File: src/rtl/parking_gate_controller.sv
// Parking lot gate controller: arbitrates debounced entry/exit pulses, tracks occupancy
// against CAPACITY and holds the matching gate open for OPEN_CYCLES clock cycles.
module parking_gate_controller #(
    parameter int CLK_FREQUENCY = 40_000_000,
    parameter int OPEN_SECONDS  = 3,
    parameter int CAPACITY      = 8,
    localparam int OPEN_CYCLES  = CLK_FREQUENCY * OPEN_SECONDS,
    localparam int OCC_W        = $clog2(CAPACITY + 1),
    localparam int TMR_W        = (OPEN_CYCLES > 1) ? $clog2(OPEN_CYCLES) : 1
) (
    input  logic             clk,
    input  logic             reset,
    input  logic             entry_req,
    input  logic             exit_req,
    output logic             entry_gate,
    output logic             exit_gate,
    output logic [OCC_W-1:0] occupancy,
    output logic [OCC_W-1:0] free_spaces,
    output logic             full,
    output logic             empty,
    output logic             reject,
    output logic             busy,
    output logic [1:0]       state_dbg
);

    typedef enum logic [1:0] {
        IDLE       = 2'd0,
        ENTRY_OPEN = 2'd1,
        EXIT_OPEN  = 2'd2
    } state_t;

    localparam logic [TMR_W-1:0] TMR_LAST = TMR_W'(OPEN_CYCLES - 1);
    localparam logic [OCC_W-1:0] OCC_CAP  = OCC_W'(CAPACITY);

    state_t             state_q;
    logic [TMR_W-1:0]   timer_q;
    logic [OCC_W-1:0]   occ_q;
    logic               pend_ent_q;
    logic               pend_ext_q;
    logic               entry_gate_q;
    logic               exit_gate_q;
    logic               reject_q;
    logic               busy_q;

    logic               ent_d;
    logic               ext_d;
    logic               full_d;
    logic               empty_d;

    // Handshake: requests are single-cycle pulses with no back-pressure. Each pulse is
    // serviced in IDLE, parked in its one-deep pending bit while a gate is open, or
    // answered with a one-cycle reject when the lot cannot take it.
    always_comb begin
        ent_d   = entry_req | pend_ent_q;
        ext_d   = exit_req | pend_ext_q;
        full_d  = (occ_q == OCC_CAP);
        empty_d = (occ_q == '0);
    end

    always_ff @(posedge clk or negedge reset) begin
        if (!reset) begin
            state_q      <= IDLE;
            timer_q      <= '0;
            occ_q        <= '0;
            pend_ent_q   <= 1'b0;
            pend_ext_q   <= 1'b0;
            entry_gate_q <= 1'b0;
            exit_gate_q  <= 1'b0;
            reject_q     <= 1'b0;
            busy_q       <= 1'b0;
        end else begin
            reject_q <= 1'b0;
            case (state_q)
                IDLE: begin
                    if (ext_d) begin
                        // Exit wins; a concurrent entry waits one IDLE cycle in its pending bit.
                        pend_ext_q <= 1'b0;
                        pend_ent_q <= ent_d;
                        if (!empty_d) begin
                            state_q     <= EXIT_OPEN;
                            occ_q       <= occ_q - 1'b1;
                            exit_gate_q <= 1'b1;
                            busy_q      <= 1'b1;
                            timer_q     <= '0;
                        end else begin
                            reject_q <= 1'b1;
                        end
                    end else if (ent_d) begin
                        pend_ent_q <= 1'b0;
                        if (!full_d) begin
                            state_q      <= ENTRY_OPEN;
                            occ_q        <= occ_q + 1'b1;
                            entry_gate_q <= 1'b1;
                            busy_q       <= 1'b1;
                            timer_q      <= '0;
                        end else begin
                            reject_q <= 1'b1;
                        end
                    end
                end
                ENTRY_OPEN, EXIT_OPEN: begin
                    if (entry_req) pend_ent_q <= 1'b1;
                    if (exit_req)  pend_ext_q <= 1'b1;
                    if (timer_q == TMR_LAST) begin
                        state_q      <= IDLE;
                        entry_gate_q <= 1'b0;
                        exit_gate_q  <= 1'b0;
                        busy_q       <= 1'b0;
                        timer_q      <= '0;
                    end else begin
                        timer_q <= timer_q + 1'b1;
                    end
                end
                default: begin
                    state_q      <= IDLE;
                    entry_gate_q <= 1'b0;
                    exit_gate_q  <= 1'b0;
                    busy_q       <= 1'b0;
                    timer_q      <= '0;
                end
            endcase
        end
    end

    assign entry_gate  = entry_gate_q;
    assign exit_gate   = exit_gate_q;
    assign occupancy   = occ_q;
    assign free_spaces = OCC_CAP - occ_q;
    assign full        = full_d;
    assign empty       = empty_d;
    assign reject      = reject_q;
    assign busy        = busy_q;
    assign state_dbg   = state_q;

endmodule

File: config.mk
export PLATFORM = sky130hd
export DESIGN_NAME = parking_gate_controller
export DESIGN_NICKNAME = d
export VERILOG_FILES = /design/src/rtl/parking_gate_controller.sv
export SDC_FILE = /design/constraint.sdc
export NUM_CORES = 1
export LEC_CHECK = 0
export ABC_AREA = 0
export CORE_ASPECT_RATIO = 0.5
export CORE_UTILIZATION = 26
export DETAILED_ROUTE_END_ITERATION = 6
export GPL_TIMING_DRIVEN = 0
export PLACE_DENSITY = 0.52
export SYNTH_ARGS = -nofsm -noshare
export SYNTH_HDL_FRONTEND = slang
export SYNTH_SLANG_ARGS = --single-unit
File: constraint.sdc
create_clock -name clk -period 2.3 [get_ports clk]
set_input_delay 0.46 -clock clk [delete_from_list [all_inputs] [get_ports clk]]
set_output_delay 0.46 -clock clk [all_outputs]
set_load 0.05 [all_outputs]
# ---- After elaboration in Yosys (flattened, before gate mapping)
# Index checks and enable logic that the tools add are counted.
dict set report word_totals {
  output_inout_bits 16
  in_bits 4
  regBits 39
}
dict set report op_classes {
  reduce_logical 12
  add_sub_neg 4
  bitwise 2
  n_eq_ne 17
  n_mux 38
}
# cell count
set op_table {}
lappend op_table {{27-bit 2-to-1 mux} 5}
lappend op_table {{27-bit one-hot mux with 2 select lines} 1}
lappend op_table {{27-bit by 1-bit adder with 27-bit output, second input constant} 1}
lappend op_table {{27-bit == test, second input constant} 1}
lappend op_table {{2-bit != test, second input constant} 9}
lappend op_table {{1-bit 2-to-1 mux} 17}
lappend op_table {{4-bit 2-to-1 mux} 4}
lappend op_table {{3-bit AND reduction} 4}
lappend op_table {{4-bit AND reduction} 3}
lappend op_table {{2-bit 2-to-1 mux} 5}
lappend op_table {{1-bit one-hot mux with 2 select lines} 5}
lappend op_table {{3-bit != test, second input constant} 3}
lappend op_table {{4-bit by 1-bit adder with 4-bit output, second input constant} 1}
lappend op_table {{4-bit == test, second input constant} 1}
lappend op_table {{4-bit zero test} 1}
lappend op_table {{2-bit one-hot mux with 2 select lines} 1}
lappend op_table {{2-bit nonzero test} 2}
lappend op_table {{4-bit by 1-bit subtractor with 4-bit output, second input constant} 1}
lappend op_table {{4-bit subtractor, first input constant} 1}
lappend op_table {{2-bit by 1-bit == test with 1-bit output, second input constant} 1}
lappend op_table {{2-bit == test, second input constant} 1}
lappend op_table {{2-bit zero test} 1}
lappend op_table {{2-bit by 1-bit != test with 1-bit output, second input constant} 1}
lappend op_table {{1-bit OR} 2}
lappend op_table {{2-bit OR reduction} 1}

# ---- Depth between registers and ports, before layout
dict set report logic_depth {
  depth_word 5
  mapped_depth 9
}

# ---- Worst setup path before layout
# No wires, ideal clock.
dict set report synth_path {
  kind {register to register}
  startpoint {reg occ_q[0] (netlist: occupancy[0])}
  endpoint {reg exit_gate_q (netlist: exit_gate)}
  path_slack_ps -96
  n_path_buf 0
  path_stages_with_launch 7
  arrival_ps 2274
  period_less_slack_ps 2396
  path_cell_list {dfrtp_1 -> inv_1 -> ha_1 -> nor2b_1 -> nor2b_1 -> nor3_1 -> o22a_1}
}
dict set report synth_via {
  elab_chain_len 3
}
# element line_no
set synth_lines {}
lappend synth_lines {{from (decl)} 37} ;# logic [OCC_W-1:0] occ_q;
lappend synth_lines {{from (signal assigned)} 81} ;# occ_q <= occ_q - 1'b1;
lappend synth_lines {{from (signal assigned)} 92} ;# occ_q <= occ_q + 1'b1;
lappend synth_lines {{4-bit zero test} 57} ;# empty_d = (occ_q == '0);
lappend synth_lines {{net empty} 20} ;# output logic empty,
lappend synth_lines {{2-bit != test (no line)} --}
lappend synth_lines {{3-bit AND reduction (no line)} --}
lappend synth_lines {{to (signal assigned)} 68} ;# exit_gate_q <= 1'b0;
lappend synth_lines {{to (signal assigned)} 82} ;# exit_gate_q <= 1'b1;
lappend synth_lines {{to (signal assigned)} 107} ;# exit_gate_q <= 1'b0;
lappend synth_lines {{to (decl)} 41} ;# logic exit_gate_q;
# The timed path passes the listed nets, and every way through them passes these cells.
# A chain may end at the register's enable or synchronous reset.

# ---- Worst setup path after layout
dict set report layout_path {
  startpoint {reg occ_q[0] (netlist: occupancy[0])}
  endpoint {out full}
}
dict set report layout_via {
  elab_chain_len 1
}
# element line_no
set layout_lines {}
lappend layout_lines {{4-bit == test} 56} ;# full_d = (occ_q == OCC_CAP);
lappend layout_lines {{to (decl)} 19} ;# output logic full,
# No other way between the ends.

==> impl_metrics.csv <==
group,metric,value,unit
critical_path,worstPathArrival,1.73,ns
pwr,intPower,1.93,mW
drt,vias_per_cell,4.79,
critical_path,path_cells,"inv_1 > ha_1 > nor2b_2 > and2_1 > buf_2",
finish,fin_cells,370,
drt,drt-total-wl,5150,um
critical_path,required,1.84,ns
clock_network,numClockSinks,39,
drt,wl_per_cell,13.9,um
finish,antenna_cells,0,
drt,antenna_violating_nets_post_route,0,
clock_network,clkLatencyLatePin,0.28,ns
synthesis,yosysUniqueCellTypes,46,
grt,grt_pass1_wl,9040,um
grt,antenna_found_initial,0,
finish,drive_gt1_frac,0.143,
clock_network,root_buffer,"clkbuf_16",
pwr,pwr-share-seq,0.262,
synthesis,yosys_warnings,0,
pwr,clkPwrFrac,0.181,
synthesis,synth_edf_count,0,
critical_path,r2r_slack,0.14,ns
critical_path,path_max_fanout,6,
pwr,p_per_area,1310,nW/um2
sta,tns,0,ns
sta,max_freq,457,MHz
critical_path,criticalPathCategory,"reg2out",
grt,grt_usage,0.130,
synthesis,postSynthAreaPerCell,9.52,um2
floorplan,start_util,0.272,
clock_network,cts_tree,"built",
placement,io_buffers,19,
finish,nNetsFinal,269,
sta,layout_setup_ws,0.110,ns
floorplan,core_area,8090,um2
clock_network,clkSlewWorstSetupHoldPaths,0.06,ns
placement,place_ws,-0.423,ns
placement,dp_hpwl,3720,um
sta,fin_crit_sh,0.952,
critical_path,critPathLaunchType,"flop",
finish,nFillCells,824,
clock_network,clockBufferDepth,2,
finish,area_growth_syn_to_layout,25.8,%
sta,min_period,2.19,ns
clock_network,cts_made_buffers,5,
placement,place_area,2560,um2
placement,gp_congestion,0.858,
grt,grt_pass1_vias,1783,
run,maxCapViolations,0,
synthesis,ys_ff_latch,39,
critical_path,crit_buf_inv,2,
critical_path,worst-r2r-cell-count,6,
critical_path,endpoint_kind,"primary output",
synthesis,seq_area_frac_synth,0.444,
grt,grt_overflow,0,
hold_path,hold_path.class,"in2async",
critical_path,r2r_start,"timer_q[0]",
sta,relSlewSlack,0.623,
critical_path,rr_endpoint,"busy",
pwr,cellLeakagePower,1.17,nW
sta,drv_slew,0,
critical_path,max_stage_delay,0.45,ns
pwr,peakVddDrop,0.855,mV
synthesis,syn_nets,242,
grt,grt_start_max_net_pins,40,
floorplan,boundaryPins,20,
synthesis,synth-main-ff-cell,"dfrtp_1",
synthesis,synthesis.area,2200,um2
drt,drtIter0Drc,119,
drt,vias,1773,
drt,detail_route.first_pass.iterations,4,
sta,hold_violations,0,
clock_network,cts_max_level,2,
sta,worstMarginPinSlew,0.563,ns
pwr,switching_share,0.465,
pwr,p_comb_frac,0.557,
pwr,switchingPower,1.68,mW
synthesis,netlist_instances,231,
critical_path,critPathTopFamily,"flip-flops",
synthesis,async_flop_share,1.00,
outcome,outcome,"finished clean",
floorplan,core.rowCount,23,
floorplan,die_y,67.0,um
sta,fin_skew,0.00391,ns
floorplan,dieArea,8850,um2
floorplan,dieWidth,132,um
critical_path,slowest_stage,"dfrtp_2",
sta,final-setup-viol-count,0,
placement,dp.cells,363,
finish,stdcell_area,2770,um2
drt,drc,0,
==> area by class of cell <==
cell class                 instances  area [um2]  share of cell area
inverter                           9        33.8              0.0122
multi-input combinational        176        1230               0.445
buffer                             6        43.8              0.0158
clock buffer                       7         133              0.0479
sequential                        39         980               0.354
tap                              112         140              0.0507
timing repair buffer              21         204              0.0737
==> metal layers <==
| layer | wire length (um) | share of wire | up-vias | GRT usage |
|---|---|---|---|---|
| met5 | 0 | 0 | - | 0 |
| met4 | 41 | 0.0080 | 0 | 0.0480 |
| met3 | 132 | 0.026 | 5 | 0.0213 |
| met2 | 2290 | 0.44 | 22 | 0.200 |
| met1 | 2690 | 0.52 | 851 | 0.183 |
| li1 | - | - | 895 | - |
==> sequential cells by signal, indices dropped and copies added, names as in the netlist <==
signal      flops
exit_gate       1
entry_gate      1
occupancy       4
timer_q        27
busy            1
pend_ext_q      1
reject          1
pend_ent_q      1
state_dbg       2
==> what timing repair did <==
| action | 4_1_cts | 5_1_grt |
|---|---|---|
| setup buffers | 0 | 1 |
| endpoints found under the setup margin | 11 | 32 |
| hold buffers | 0 | 0 |
| gates cloned | 0 | 0 |
| pin swaps | 0 | 1 |
| resized for setup | 16 | 16 |
==> synthesized netlist by cell type (2+ instances only) <==
cell	number	area (um2)
dfrtp_1	39	976
nor2_1	23	86.3
nand2_1	20	75.1
xnor2_1	16	140
o21ai_0	12	60.1
inv_1	9	33.8
nor4_1	9	56.3
a22o_1	8	70.1
nand3_1	8	40.0
a21o_1	7	52.6
a21oi_1	7	35.0
nand4_1	7	43.8
nor3_1	7	35.0
ha_1	6	75.1
and3_1	5	31.3
nor2b_1	5	31.3
and2_1	4	25.0
and4_1	4	35.0
o31ai_1	3	22.5
a31oi_1	2	12.5
buf_2	2	10.0
clkbuf_1	2	7.51
o22a_1	2	17.5
o31a_1	2	17.5
==> worst max path at each step <==
stage / cells after the start / endpoint / slack, ns / start
finish: 5 / full / 0.11 / occupancy[0]
global route: 7 / entry_gate / -0.003 / timer_q[0]
CTS: 5 / occupancy[3] / 0.0003 / exit_req
detailed placement: 5 / timer_q[14] / -0.42 / exit_req
global placement: 5 / timer_q[16] / -0.43 / exit_req
floorplan: 8 / timer_q[25] / -0.004 / occupancy[1]
==> layout by cell type (no fill, tap or decap), types with 4 or more instances in the layout <==
cell and count:
clkdlybuf4s50_1 12, clkbuf_16 5, nor3_1 6, and3_1 5, nand2_1 20, ha_1 5
dfrtp_1 36, nor4_2 4, o21ai_0 12, and2_1 4, nand4_1 7, a21oi_1 7
nor4_1 5, and4_1 4, nor2_1 22, nand3_1 8, xnor2_1 15, a22o_1 8
inv_1 9, a21o_1 7
==> power by group through the flow <==
| stage | logic [mW] | registers (mW) | clock network, mW |
|---|---|---|---|
| floorplan | 1.15 | 1.20 | 0 |
| global placement | 1.96 | 0.941 | 0 |
| detailed placement | 1.97 | 0.950 | 0 |
| CTS | 1.94 | 0.939 | 0.674 |
| global route | 2.18 | 0.974 | 0.705 |
| finish | 2.01 | 0.948 | 0.657 |
==> worst reg2reg max path, stage by stage, from the launching register on <==
cell and delay, ns:
dfrtp_1 0.39, ha_1 0.22, and2_1 0.26, nand4_2 0.21
o31a_1 0.35, nor2_2 0.24, mux2_2 0.37
==> cells by family after synthesis <==
kind of cell               count (synthesis)  synth area share
DFF                                       39             0.444
adders and majority gates                  7            0.0433
xor gates and xnor gates                  17            0.0677
and+or+nand+nor                          101             0.244
muxes                                      2           0.00968
buffers and inverters                     16            0.0341
AOI/OAI and AO/OA                         49             0.158
==> stage by stage <==
step / total power, mW / hold slack [ns] / util
3_5_place_dp: 2.92 / 0.451 / 0.316
2_1_floorplan: 2.35 / 0.164 / -
5_1_grt: 3.86 / 0.164 / 0.342
6_report: 3.62 / 0.127 / 0.342
4_1_cts: 3.55 / 0.152 / 0.333
3_3_place_gp: 2.90 / 0.478 / 0.314
No activity file was read; power rests on OpenSTA's default activity.
